==> src/rtl/pam_serializer.sv <==
// rtl/pam_serializer.sv - frame-paced PAM word serializer: FIFO bytes -> sdata/bclk/nsync
// Assembles BYTES_PER_WORD bytes per frame tick and shifts DATA_BITS of them out to the DAC.
`timescale 1ns/1ps
module pam_serializer #(
  parameter int CLKS_PER_FRAME = 1200,
  parameter int CLKS_PER_BCLK  = 12,
  parameter int DATA_BITS      = 24,
  parameter int BYTES_PER_WORD = 3,
  parameter int MSB_FIRST      = 1
) (
  input  logic       clk,
  input  logic       rst,
  input  logic       enable,
  input  logic [7:0] sample,
  input  logic       empty,
  output logic       read,
  output logic       sdata,
  output logic       bclk,
  output logic       nsync,
  output logic       busy,
  output logic       underrun,
  output logic       frame_miss
);
  localparam int FW = $clog2(CLKS_PER_FRAME);
  localparam int CW = $clog2(CLKS_PER_BCLK);
  localparam int BW = $clog2(DATA_BITS + 1);
  localparam int KW = $clog2(BYTES_PER_WORD + 1);
  localparam int WW = BYTES_PER_WORD * 8;
  localparam logic [FW-1:0] FRAME_LAST = FW'(CLKS_PER_FRAME - 1);
  localparam logic [CW-1:0] BCLK_LAST  = CW'(CLKS_PER_BCLK - 1);
  localparam logic [CW-1:0] BCLK_RISE  = CW'(CLKS_PER_BCLK / 2 - 1);
  localparam logic [BW-1:0] BIT_LAST   = BW'(DATA_BITS - 1);
  localparam logic [KW-1:0] BYTE_CNT   = KW'(BYTES_PER_WORD);
  localparam logic [KW-1:0] BYTE_LAST  = KW'(BYTES_PER_WORD - 1);

  if (CLKS_PER_BCLK < 2 || (CLKS_PER_BCLK % 2) != 0 || DATA_BITS < 1 ||
      BYTES_PER_WORD < 1 || BYTES_PER_WORD > 4 || DATA_BITS > WW ||
      (MSB_FIRST != 0 && MSB_FIRST != 1) ||
      CLKS_PER_FRAME < DATA_BITS * CLKS_PER_BCLK + BYTES_PER_WORD + 3) begin : g_param_check
    $error("pam_serializer: parameter set out of range");
  end

  typedef enum logic [1:0] {IDLE, LOAD, SHIFT} state_t;

  state_t                 state_q;
  logic [FW-1:0]          fcnt_q, fcnt_d;
  logic                   tick;
  logic [KW-1:0]          rd_cnt_q, cap_cnt_q;
  logic                   cap_q;
  logic [WW-1:0]          word_q, word_d;
  logic [DATA_BITS-1:0]   ord_d, sreg_q;
  logic [BW-1:0]          bit_q;
  logic [CW-1:0]          ccnt_q;
  logic read_q, sdata_q, bclk_q, nsync_q, busy_q, underrun_q, frame_miss_q;

  assign tick   = (fcnt_q == FRAME_LAST);
  assign fcnt_d = tick ? '0 : fcnt_q + 1'b1;

  // A byte requested last cycle is on sample now; merge it so the word is usable this edge.
  always_comb begin
    word_d = word_q;
    for (int k = 0; k < BYTES_PER_WORD; k++) begin
      if (cap_q && cap_cnt_q == KW'(k)) word_d[8*k +: 8] = sample;
    end
  end

  // ord_d[0] is the first bit on the wire, so the shifter always moves toward bit 0.
  for (genvar i = 0; i < DATA_BITS; i++) begin : g_ord
    localparam int SRC = (MSB_FIRST != 0) ? (DATA_BITS - 1 - i) : i;
    assign ord_d[i] = word_d[SRC];
  end

  always_ff @(posedge clk or posedge rst) begin
    if (rst) begin
      state_q      <= IDLE;
      fcnt_q       <= '0;
      rd_cnt_q     <= '0;
      cap_cnt_q    <= '0;
      cap_q        <= 1'b0;
      word_q       <= '0;
      sreg_q       <= '0;
      bit_q        <= '0;
      ccnt_q       <= '0;
      read_q       <= 1'b0;
      sdata_q      <= 1'b0;
      bclk_q       <= 1'b1;
      nsync_q      <= 1'b1;
      busy_q       <= 1'b0;
      underrun_q   <= 1'b0;
      frame_miss_q <= 1'b0;
    end else if (!enable) begin
      read_q       <= 1'b0;
      underrun_q   <= 1'b0;
      frame_miss_q <= 1'b0;
    end else begin
      fcnt_q       <= fcnt_d;
      read_q       <= 1'b0;
      underrun_q   <= 1'b0;
      frame_miss_q <= 1'b0;
      cap_q        <= read_q;
      word_q       <= word_d;
      if (cap_q) cap_cnt_q <= cap_cnt_q + 1'b1;
      case (state_q)
        IDLE: begin
          if (tick) begin
            if (empty) begin
              underrun_q <= 1'b1;
            end else begin
              state_q   <= LOAD;
              busy_q    <= 1'b1;
              read_q    <= 1'b1;
              rd_cnt_q  <= KW'(1);
              cap_cnt_q <= '0;
            end
          end
        end
        LOAD: begin
          if (tick) frame_miss_q <= 1'b1;
          if (!empty && rd_cnt_q < BYTE_CNT) begin
            read_q   <= 1'b1;
            rd_cnt_q <= rd_cnt_q + 1'b1;
          end
          if (cap_q && cap_cnt_q == BYTE_LAST) begin
            state_q <= SHIFT;
            nsync_q <= 1'b0;
            bclk_q  <= 1'b0;
            sdata_q <= ord_d[0];
            sreg_q  <= ord_d >> 1;
            bit_q   <= '0;
            ccnt_q  <= '0;
          end
        end
        SHIFT: begin
          if (tick) frame_miss_q <= 1'b1;
          if (ccnt_q == BCLK_LAST) begin
            ccnt_q <= '0;
            if (bit_q == BIT_LAST) begin
              state_q <= IDLE;
              busy_q  <= 1'b0;
              nsync_q <= 1'b1;
              bclk_q  <= 1'b1;
              sdata_q <= 1'b0;
            end else begin
              bit_q   <= bit_q + 1'b1;
              bclk_q  <= 1'b0;
              sdata_q <= sreg_q[0];
              sreg_q  <= sreg_q >> 1;
            end
          end else begin
            ccnt_q <= ccnt_q + 1'b1;
            if (ccnt_q == BCLK_RISE) bclk_q <= 1'b1;
          end
        end
        default: state_q <= IDLE;
      endcase
    end
  end

  assign read       = read_q;
  assign sdata      = sdata_q;
  assign bclk       = bclk_q;
  assign nsync      = nsync_q;
  assign busy       = busy_q;
  assign underrun   = underrun_q;
  assign frame_miss = frame_miss_q;
endmodule
==> config.mk <==
export PLATFORM = sky130hd
export DESIGN_NAME = pam_serializer
export DESIGN_NICKNAME = d
export VERILOG_FILES = /design/src/rtl/pam_serializer.sv
export SDC_FILE = /design/constraint.sdc
export NUM_CORES = 1
export LEC_CHECK = 0
export CORE_AREA = 8 8 151 82
export CTS_CLUSTER_DIAMETER = 50
export CTS_CLUSTER_SIZE = 8
export DETAILED_ROUTE_END_ITERATION = 7
export DIE_AREA = 0 0 159 90
export PLACE_DENSITY_LB_ADDON = 0.3
export SYNTH_ARGS = -nofsm -noshare
export SYNTH_HDL_FRONTEND = slang
export SYNTH_SLANG_ARGS = --single-unit
==> constraint.sdc <==
create_clock -name clk -period 6 [get_ports clk]
set_clock_uncertainty 0.2 [all_clocks]
set_input_delay 1.8 -clock clk [delete_from_list [all_inputs] [get_ports clk]]
set_output_delay 1.8 -clock clk [all_outputs]
set_load 0.05 [all_outputs]
==> flow_metrics.py <==
metrics = {
    "sta": {
        "rsz0062_at_grt": "false",
        "post-route-min-period_ns": 3.67,
        "worst-slew-pin-transition_ns": 0.859,
        "period_share": 0.612,
        "setup_violations": 0,
        "tns_ns": 0,
        "setup_slack_ns": 2.33,
        "hold_viol_final": 0,
        "hold_ws_ns": 0.265,
        "slew_headroom": 0.427,
        "fmax_mhz": 272,
        "slew_violations": 0,
    },
    "worst_setup_path": {
        "r2r-start": "state_q[0]$_DFFE_PP0P_",
        "r2r-end": "sreg_q[20]$_DFFE_PP0P_",
        "crit_fanout": 3,
        "crit_type": "flip-flop to output pin",
        "rr_worst_depth": 7,
        "critical_path.max_stage_delay_ns": 0.80,
        "cp_data_required_time_ns": 4.00,
        "cp_top_family": "buffers and inverters",
        "arrival_ns": 1.67,
        "slowest_stage": "clkdlybuf4s50_1",
        "r2r_slack_ns": 3.20,
        "worstSetupStartpointType": "flip-flop",
        "crit_path_cell_trace": "clkdlybuf4s50_1",
        "path_buf_inv": 1,
        "end_kind": "output pin",
    },
    "grt": {
        "grt_pass1_vias": 2745,
        "gr-total-overflow": 0,
        "antenna_found_initial": 0,
        "grt_max_degree": 50,
        "grt_pass1_wl_um": 14400,
        "track_usage": 0.124,
    },
    "route": {
        "wirelength_um": 8440,
        "viasPerCell": 5.09,
        "drt_pass1_iterations": 4,
        "num_vias": 2791,
        "drc_errors": 0,
        "drtIter0Drc": 191,
        "wl_per_cell_um": 15.4,
        "ant_nets": 0,
    },
    "power": {
        "p_per_area_nw_per_um2": 274,
        "cellLeakagePower_nw": 2.19,
        "total_power_mw": 1.27,
        "ir_worst_vdd_mv": 0.129,
    },
    "synth": {
        "synth_top_area_cell": "dfrtp_1",
        "synth_ff_type": "dfrtp_1",
        "ys_warn_count": 0,
        "synth_cells": 381,
        "yosys-top-cells-area": "dfrtp_1 49%, mux2_2 9.0%, mux2i_1 6.7%",
        "synth_seq_area_share": 0.506,
        "synth_area_um2": 4010,
        "synth_edf_count": 0,
        "synth_cell_types": 45,
        "synthArstFlopShare": 1.00,
        "ys_ff_latch": 81,
        "synth_fp_nets": 405,
        "syn_area_per_cell_um2": 10.5,
        "netlist.area_leader.share": 0.493,
    },
    "floorplanning": {
        "fp.dieW_um": 159,
        "core_region_area_um2": 10500,
        "start_util": 0.383,
        "chipHeight_um": 90,
        "rows": 27,
        "io_pins": 19,
        "dieArea_um2": 14300,
    },
    "clocking": {
        "numCtsBuffers": 9,
        "cts_post_setup_buffers_inserted": 0,
        "clk_pin_slew_ns": 0.06,
        "htreeDepth": 3,
        "cts_hold_buf": 0,
        "clk_latency_ns": 0.34,
        "root_buffer": "clkbuf_16",
        "cts_sinks": 81,
        "ctsLongestPathBuffers": 2,
        "cts_tree": "yes",
        "cts.repair.resized": 0,
    },
    "worst_hold_path": {
        "hold_class": "flip-flop to flip-flop",
        "hp-start": "bclk$_DFFE_PP1P_",
        "hold_end": "bclk$_DFFE_PP1P_",
        "whs_path_depth": 2,
    },
    "placement": {
        "portBuffers": 18,
        "gp_congestion": 0.764,
        "dp.cells": 533,
        "dp_hpwl_um": 5820,
        "post-place-ws_ns": 2.14,
    },
    "cells_and_area": {
        "layout_common_cells": "79 x dfrtp_1, 40 x nand2_1, 32 x mux2_2",
        "fin_nets": 423,
        "syn_to_final_growth_pct": 15.3,
        "layout_commonest_cell": "dfrtp_1",
        "antenna_cells": 0,
        "drive_above_1_share": 0.151,
        "final_cells": 548,
    },
    "flow_run": {
        "cap_violations": 0,
    },
    "run_status": {
        "status": "finished, final reports clean",
    },
}
[state kept, by name, summed over array words and instances (netlist names), 2 cells and up]
signal,count
bit_q,5
fcnt_q,11
state_q,2
sreg_q,23
word_q,24
ccnt_q,4
cap_cnt_q,2
rd_cnt_q,2
[cell families (layout without fill, tap and decap cells)]
kind of cell	after synthesis	count (layout)	synth area share
AND/OR/NAND/NOR	105	105	0.123
flip-flops	81	81	0.506
AO/OA/AOI/OAI	76	76	0.114
multiplexers	61	61	0.163
buffers and inverters	37	59	0.0368
adder cells (fa/ha/maj)	12	12	0.0375
XOR/XNOR	9	9	0.0197
[worst max-delay path by stage]
stage | startpoint | to | depth (start not counted) | slack [ns]
after global placement | enable | sreg_q[22]$_DFFE_PP0P_ | 6 | 2.17
final | nsync$_DFFE_PP1P_ | nsync | 1 | 2.33
after global routing | nsync$_DFFE_PP1P_ | nsync | 1 | 2.28
after detailed placement | enable | sreg_q[17]$_DFFE_PP0P_ | 6 | 2.14
after CTS | nsync$_DFFE_PP1P_ | nsync | 1 | 2.30
after floorplan | rst | bit_q[0]$_DFFE_PP0P_ | 1 | 1.92
[power breakdown]
part	total [mW]	switching, mW	leakage (nW)	internal [mW]
clock	0.525	0.213	0.138	0.311
combinational	0.117	0.0657	1.05	0.0508
sequential	0.627	0.0378	1.00	0.589
total	1.27	0.317	2.19	0.951
[Yosys cell counts (3+ instances only)]
| cell type | instances |
|---|---|
| nor4_1 | 3 |
| or3_1 | 4 |
| dfrtp_1 | 79 |
| mux2i_1 | 27 |
| inv_1 | 20 |
| buf_2 | 4 |
| nand4_1 | 7 |
| xnor2_1 | 7 |
| clkbuf_1 | 12 |
| ha_1 | 12 |
| mux2_2 | 32 |
| a21oi_1 | 26 |
| o21ai_0 | 30 |
| nand3_1 | 9 |
| nor2_1 | 26 |
| o31ai_1 | 3 |
| nand2_1 | 40 |
| a31oi_1 | 3 |
[routing by layer]
layer	track usage	vias up	wire [µm]
li1	-	1374	-
met1	0.188	1361	4620
met2	0.161	47	3350
met3	0.0369	9	382
met4	0.0374	0	87
met5	0	-	0
[metrics by stage]
step	utilization	instance area, µm²
6_report	0.441	4620
5_1_grt	0.441	4620
3_3_place_gp	0.414	4340
3_5_place_dp	0.414	4340
2_1_floorplan	-	4010
4_1_cts	0.441	4620
[layout make-up]
class | instances | area (µm²)
clock buffer | 13 | 270
inverter | 20 | 76.3
sequential | 81 | 2030
timing repair buffer | 24 | 220
tap | 145 | 181
multi-input combinational | 263 | 1830
clock inverter | 2 | 12.5
fill | 1014 | 5850
No activity file was read; power rests on OpenSTA's default activity.
